==> src/rtl/display_scan_scheduler.sv <==
// Refresh scheduler for a multiplexed 7-segment display: slot timing, blanking gap,
// digit select, frame-aligned double buffering and leading-zero suppression.
module display_scan_scheduler #(
  parameter int unsigned REFRESH_DIV  = 100000,
  parameter int unsigned BLANK_CYCLES = 1000,
  parameter int unsigned NUM_DIGITS   = 4
) (
  input  logic        clk,
  input  logic        rst_n,
  input  logic        load,
  input  logic [31:0] value,
  input  logic        lz_en,
  output logic [2:0]  digit_sel,
  output logic [7:0]  anodo,
  output logic [3:0]  nibble,
  output logic        frame_tick,
  output logic        pending
);

  localparam int unsigned CNT_W = (REFRESH_DIV > 1) ? $clog2(REFRESH_DIV) : 1;
  localparam logic [CNT_W-1:0] CNT_LAST   = CNT_W'(REFRESH_DIV - 1);
  localparam logic [CNT_W-1:0] CNT_BLANK  = CNT_W'(BLANK_CYCLES);
  localparam logic [2:0]       DIGIT_LAST = 3'(NUM_DIGITS - 1);

  typedef enum logic {
    ST_BLANK,
    ST_SHOW
  } state_t;

  state_t           state;
  state_t           state_next;
  logic [CNT_W-1:0] cnt;
  logic [CNT_W-1:0] cnt_next;
  logic [2:0]       digit_next;
  logic             run;
  logic             slot_end;
  logic             wrap;
  logic             commit;
  logic             dark;
  logic [31:0]      active;
  logic [31:0]      shadow;
  logic [31:0]      active_next;
  logic [7:0]       zero_from;
  logic [7:0]       anodo_next;
  logic [3:0]       nibble_next;

  // Outputs always reflect the slot position reached by the edge; the first edge
  // after reset re-presents position 0 instead of advancing.
  always_comb begin : next_position
    slot_end   = run && (cnt == CNT_LAST);
    wrap       = slot_end && (digit_sel == DIGIT_LAST);
    cnt_next   = cnt;
    digit_next = digit_sel;
    if (slot_end) begin
      cnt_next   = '0;
      digit_next = wrap ? 3'd0 : digit_sel + 3'd1;
    end else if (run) begin
      cnt_next = cnt + CNT_W'(1);
    end
  end

  always_comb begin : next_state
    state_next = state;
    if (cnt_next == '0) begin
      state_next = ST_BLANK;
    end else if (cnt_next == CNT_BLANK) begin
      state_next = ST_SHOW;
    end
  end

  // Frame-boundary commit is visible in the same cycle as frame_tick.
  always_comb begin : buffer_select
    commit      = wrap && pending;
    active_next = commit ? shadow : active;
  end

  // zero_from[i] is set when nibbles i..NUM_DIGITS-1 of the shown value are all zero.
  always_comb begin : lz_scan
    logic acc;
    acc       = 1'b1;
    zero_from = '0;
    for (int i = int'(NUM_DIGITS) - 1; i >= 0; i--) begin
      acc          = acc & (active_next[4*i +: 4] == 4'd0);
      zero_from[i] = acc;
    end
  end

  always_comb begin : output_decode
    dark        = lz_en && (digit_next != 3'd0) && zero_from[digit_next];
    nibble_next = active_next[{digit_next, 2'b00} +: 4];
    anodo_next  = 8'hFF;
    if ((state_next == ST_SHOW) && !dark) begin
      anodo_next[digit_next] = 1'b0;
    end
  end

  always_ff @(posedge clk or negedge rst_n) begin : regs
    if (!rst_n) begin
      run        <= 1'b0;
      cnt        <= '0;
      state      <= ST_BLANK;
      digit_sel  <= 3'd0;
      anodo      <= 8'hFF;
      nibble     <= 4'd0;
      frame_tick <= 1'b0;
      pending    <= 1'b0;
      active     <= '0;
      shadow     <= '0;
    end else begin
      run        <= 1'b1;
      cnt        <= cnt_next;
      state      <= state_next;
      digit_sel  <= digit_next;
      anodo      <= anodo_next;
      nibble     <= nibble_next;
      frame_tick <= wrap;
      active     <= active_next;
      // A load coinciding with a commit keeps pending set for the following frame.
      if (load) begin
        shadow  <= value;
        pending <= 1'b1;
      end else if (commit) begin
        pending <= 1'b0;
      end
    end
  end

endmodule
==> config.mk <==
export PLATFORM = sky130hd
export DESIGN_NAME = display_scan_scheduler
export DESIGN_NICKNAME = d
export VERILOG_FILES = /design/src/rtl/display_scan_scheduler.sv
export SDC_FILE = /design/constraint.sdc
export NUM_CORES = 1
export LEC_CHECK = 0
export CAP_MARGIN = 20
export CORE_AREA = 2 2 120 122
export CTS_CLUSTER_DIAMETER = 40
export CTS_CLUSTER_SIZE = 14
export DETAILED_ROUTE_END_ITERATION = 12
export DIE_AREA = 0 0 122 124
export GPL_TIMING_DRIVEN = 1
export PLACE_DENSITY = 0.59
export SYNTH_ARGS = -nofsm -noshare
export SYNTH_HDL_FRONTEND = slang
export SYNTH_SLANG_ARGS = --single-unit
==> constraint.sdc <==
create_clock -name clk -period 2.7 [get_ports clk]
set_input_delay 0.54 -clock clk [delete_from_list [all_inputs] [get_ports clk]]
set_output_delay 0.54 -clock clk [all_outputs]
set_load 0.005 [all_outputs]
Word level (Yosys, flattened, before mapping) --
Index checks and enable logic that the tools add are counted.
Storage, ports and cells: input bits 36, flip-flop bits (word level) 100, logic and storage cells 51, output and inout port bits 17
Cells by class: $add $sub $neg 2, mux-type cells 14, equal/unequal tests 3, reductions and logical operators 15, shifts and indexed selects 1, magnitude comparators 2, bitwise operators 4
Operators with widths (number):
- 17-bit 2-to-1 mux | 2
- 32-bit 2-to-1 mux | 1
- 32-bit by 6-bit variable part select with 4-bit output | 1
- 17-bit by 1-bit adder with 17-bit output, second input constant | 1
- 17-bit by 10-bit equality test with 1-bit output, second input constant | 1
- 17-bit equality test, second input constant | 1
- 17-bit logical NOT | 1
- 4-bit logical NOT | 4
- 8-bit 2-to-1 mux | 1
- 8-bit inverter | 1
- 1-bit logical AND | 7
- 1-bit 2-to-1 mux | 6
- 3-bit 2-to-1 mux | 2
- 3-bit by 4-bit less-than comparator with 1-bit output, second input constant | 1
- 3-bit by 1-bit adder with 3-bit output, second input constant | 1
- 1-bit AND | 3
- 1-bit binary-select mux with 3-bit select | 1
- 1-bit demux with 3-bit select | 1
- 3-bit by 2-bit equality test with 1-bit output, second input constant | 1
- 3-bit by 1-bit greater-or-equal comparator with 1-bit output, second input constant | 1
- 3-bit nonzero test | 1
- 2-bit nonzero test | 1
- 1-bit logical NOT | 1

Depth between registers and ports, before layout --
depth after elaboration 15, depth in mapped cells 12, gate-level depth less buffers 8

Worst setup path after synthesis --
Ideal clock, no wire load.
kind register to register, start point reg cnt[0], end point reg nibble[1], arrival time 2.255 ns, library setup time 0.138 ns, data required time 2.562 ns, stages on the path, launching flop included 12, path buffers 4, slack 0.307 ns, clock period less this slack 2.393 ns, cells stage by stage dfrtp_1 > ha_1 > and3_4 > buf_6 > and4b_1 > buf_6 > and2_4 > buf_6 > buf_6 > a41o_1 > a222oi_1 > nand4b_1
On the way: word-level cells in the longest chain between the ends 6, elaborated cells on any way between the ends 8, classes of those cells eq/ne (1); shift (1); mux (3); reduce/logical (3)
RTL lines:
- from (decl) | RTL line 32 | logic [CNT_W-1:0] cnt;
- from (signal assigned) | RTL line 111 | cnt <= cnt_next;
- 17-bit equality test (*) | RTL line 50 | slot_end = run && (cnt == CNT_LAST);
- 1-bit logical AND (*) | RTL line 50
- 1-bit logical AND | RTL line 51 | wrap = slot_end && (digit_sel == DIGIT_LAST);
- 3-bit 2-to-1 mux or 1-bit logical AND (tied branches) | RTL line 56, 73
- 3-bit 2-to-1 mux or 32-bit 2-to-1 mux (tied branches) | RTL line 54, 74
- 32-bit by 6-bit variable part select with 4-bit output (*) | RTL line 90 | nibble_next = active_next[{digit_next, 2'b00} +: 4];
- via nibble_next[1] | RTL line 45 | logic [3:0] nibble_next;
- to (signal assigned) | RTL line 115 | nibble <= nibble_next;
- to (decl) | RTL line 15 | output logic [3:0] nibble,
The timed path passes the listed nets; every way through them passes the cells marked *. A chain may end at the register's enable or synchronous reset.

Worst setup path in the final report --
start point reg cnt[0], end point reg anodo[4]
On the way: word-level cells in the longest chain between the ends 15, elaborated cells on any way between the ends 35, classes of those cells add/sub (1); order compare (2); eq/ne (2); mux (12); bitwise (4); reduce/logical (14)
RTL lines:
- 17-bit equality test | RTL line 50
- 1-bit logical AND | RTL line 50
- 1-bit logical AND | RTL line 51
- 1-bit logical AND | RTL line 73 | commit = wrap && pending;
- 32-bit 2-to-1 mux | RTL line 74 | active_next = commit ? shadow : active;
- 4-bit logical NOT | RTL line 83 | acc = acc & (active_next[4*i +: 4] == 4'd0);
- 1-bit AND (3 in series) | RTL line 83
- 1-bit binary-select mux with 3-bit select | RTL line 89 | dark = lz_en && (digit_next != 3'd0) && zero_from[digit_next];
- 1-bit 2-to-1 mux (implied by the code) | RTL line 89
- 1-bit logical AND | RTL line 89
- 1-bit logical NOT | RTL line 92 | if ((state_next == ST_SHOW) && !dark) begin
- 1-bit logical AND | RTL line 92
- 8-bit 2-to-1 mux (*) | RTL line 92
- via anodo_next[4] | RTL line 44 | logic [7:0] anodo_next;
- to (signal assigned) | RTL line 114 | anodo <= anodo_next;
- to (decl) | RTL line 14 | output logic [7:0] anodo,
The timed path passes the listed nets; every way through them passes the cells marked *. The select of a mux whose other input is x is not followed.

==> qor.log <==
[logic_synthesis] Post-Synthesis Mean Instance Area 10.8 um2
[layout] Area Growth Syn to Fin 22.4%
[critical_path] cell at the slowest stage of the critical path or4_1
[logic_synthesis] Mapped Cells 437
[drt] wire per inst 15.8 um
[layout] leading cell type in the layout, fill and taps excluded dfrtp_1
[drt] Initial DRC Count 173
[timing] Setup Viol. Count Final 0
[layout] core utilization of the finished layout 0.423
[critical_path] critical path peak fanout 9
[critical_path] arrival time reported for the critical path endpoint 2.81 ns
[logic_synthesis] count of flip-flops with a built-in enable after synthesis 0
[layout] commonest non-fill, non-tap cells in the layout 92 x dfrtp_1, 83 x nand2_1, 51 x clkdlybuf4s50_1, 33 x mux2_2, 23 x buf_4
[clocking] source-to-sink clock delay at the later pin of the worst-skew pair 0.35 ns
[timing] final worst setup slack 0.167 ns
[place] standard cell area after detailed placement 5510 um2
[floorplanning] floorplan die area 15100 um2
[drt] Metal-1 WL 4760 um
[logic_synthesis] ys flop type dfrtp_1
[timing] remaining max-slew budget at the tightest pin 0.537
[power] cell internal power dissipation 2.53 mW
[logic_synthesis] Synthesized Nets 475
[grt] number of global-route vias before repair 3386
[logic_synthesis] number of distinct library cells after synthesis 59
[logic_synthesis] library cell with the largest summed area after synthesis dfrtp_1
[grt] wire length of the first global-routing pass 17700 um
[drt] drt pass-1 iters 5
[drt] total wire length 10700 um
[drt] count of vias placed by the detailed router 3382
[power] Pwr Total 3.42 mW
[place] I/O Buffers 52
[power] fraction of power spent switching nets 0.261
[layout] number of diodes added for antenna fixing 0
[grt] antenna violations before repair 0
[drt] DRC 0
[critical_path] cells traversed along the worst timing path ha_1 > nand3_2 > or4_1 > mux2i_1 > a311oi_2 > o2111ai_1 > a32o_1 > nand2b_1
[logic_synthesis] fraction of registers with async set or reset after synthesis 1.00
[clocking] number of clock sinks 100
[grt] total congestion overflow 0
[timing] Min Clock Period, post-route 2.53 ns
[clocking] cts bufs inserted 9
[drt] number of antenna-violating nets in the routed design 0
[timing] total negative slack 0 ns
[power] largest vdd supply drop 442 uV
[drt] Met2 Routed Length 5400 um
[logic_synthesis] synth warn 0
[layout] final standard cell area without fillers 5800 um2
[critical_path] data required time at the worst endpoint 2.98 ns
[drt] vias per std cell 4.98
[critical_path] CP bufs+invs 0
[timing] fraction of the cycle the final worst path needs 0.938
[logic_synthesis] largest cells by area after synthesis dfrtp_1 49%, mux2_2 7.8%, nand2_1 6.6%
[min_path] worst hold path class in2async
[layout] net count reported at finish 532
[clocking] H-tree depth reported by CTS 3
[critical_path] gate family responsible for the most delay along the worst path simple AND/OR/NAND/NOR gates
[place] total placed cells including tap cells 663
[clocking] Reg clk slew, reported paths 0.06 ns
[timing] number of max-slew violations in the final report 0
[outcome] result of the run finished clean
[power] combinational power share 0.132
[logic_synthesis] register area share after synthesis 0.530
[power] static power due to leakage 2.72 nW
[drt] length of routed met3 wiring 388 um
[clocking] cell at the root of the clock tree clkbuf_16
[power] power per unit of standard cell area 589 nW/um2
[floorplanning] top-level I/O count 53
[place] post-detailed-placement half-perimeter wirelength 8060 um
[floorplanning] core area 13700 um2
[logic_synthesis] synthesis-stage register bit count 100
[place] Setup Slack @ Placement 0.141 ns
[power] clock share of power 0.361
[grt] all-layer global routing usage 0.153
[layout] fraction of final layout cells sized beyond drive strength 1 0.186
[grt] maximum number of pins on one net before global-route repair 54
[logic_synthesis] post-synthesis cell area 4740 um2
[flow_run] number of maximum-capacitance violations 0
[power] share of total power in sequential cells 0.507
[timing] Max Clock Freq 395 MHz
[critical_path] Largest stage delay, worst path 0.59 ns
[place] routability-driven placement congestion ratio 0.886
[logic_synthesis] proportion of netlist area held by the largest area contributor 0.486
[timing] hold slack final 0.242 ns
[clocking] Clock Path Buffers 2
[floorplanning] die height 124 um
[timing] worst slew pin tran 0.695 ns
[critical_path] kind of launch point of the worst setup path flop
[critical_path] classification of the worst setup path reg2reg
[timing] RSZ-0062 raised after global routing false
[layout] fill cell count 1354
[layout] final cell count without fillers 679
[drt] top routing layer in use met4
[clocking] clock tree from TritonCTS yes
[floorplanning] number of rows in the core area 43
[critical_path] Worst Setup End Kind flop
[power] sw power 0.890 mW
[floorplanning] initial cell density of the core 0.346
[clocking] number of setup buffers added after CTS 0
[floorplanning] floorplan die width 122 um
[timing] final-report hold violation count 0
[timing] Layout Skew 0.0115 ns
==> repair_timing <==
action	CTS	global route
setup endpoints to repair	0	11
resized for setup	0	2
hold buffers	0	0
==> registers in the layout (all words and copies together) (netlist names) <==
| register | count |
|---|---|
| active | 32 |
| anodo | 8 |
| cnt | 17 |
| digit_sel | 3 |
| frame_tick | 1 |
| nibble | 4 |
| pending | 1 |
| run | 1 |
| shadow | 32 |
| state | 1 |
==> cell type report <==
type / count / area (um2) / area share
sequential: 100 / 2510 / 0.433
multi-input combinational: 292 / 2010 / 0.347
timing repair buffer: 75 / 703 / 0.121
clock buffer: 13 / 260 / 0.0449
tap: 180 / 225 / 0.0388
inverter: 16 / 60.1 / 0.0104
clock inverter: 3 / 26.3 / 0.00453
==> per-layer routing <==
metal,GRT usage,up-vias
li1,-,1627
met3,0.0298,13
met1,0.199,1675
met2,0.258,67
met5,0,-
met4,0.0489,0
==> final timing paths <==
kind	from	endpoint	slack, ns	cells after the start
min in group clk	active[1]	active[1]	0.46	2
max reg2reg	cnt[0]	anodo[4]	0.17	8
max in group asynchronous	rst_n	anodo[4]	1.70	2
min reg2reg	active[1]	active[1]	0.46	2
max	cnt[0]	anodo[4]	0.17	8
min	rst_n	cnt[4]	0.24	1
==> power by group through the flow <==
stage               sequential, mW  clock (mW)  combinational (mW)
floorplan                     1.67           0               0.371
finish                        1.73        1.23               0.451
CTS                           1.73        1.27               0.454
global route                  1.75        1.34               0.499
detailed placement            1.76           0               0.451
global placement              1.75           0               0.441
==> cells by family after synthesis <==
group,count (synthesis),synth area share
and+or+nand+nor,176,0.192
DFF,100,0.530
muxes,51,0.116
buffers and inverters,45,0.0464
AOI/OAI and AO/OA,41,0.0702
xor gates and xnor gates,21,0.0388
adders and majority gates,2,0.00528
other,1,0.000791
==> synth_stat cells (4+ instances only) <==
cell and n:
mux2i_1 18, buf_2 10, nand2b_1 6, nor2_1 21
a21oi_1 4, nand2_1 83, xnor2_1 17, nand4_1 5
mux2_2 33, xor2_1 4, dfstp_2 8, dfrtp_1 92
o22a_1 4, nand3_1 12, a21o_1 5, nand4b_1 5
o21ai_0 4, buf_6 5, clkbuf_1 12, inv_1 16
nor3_1 5, nor4_1 11
No activity file was read; power rests on OpenSTA's default activity.
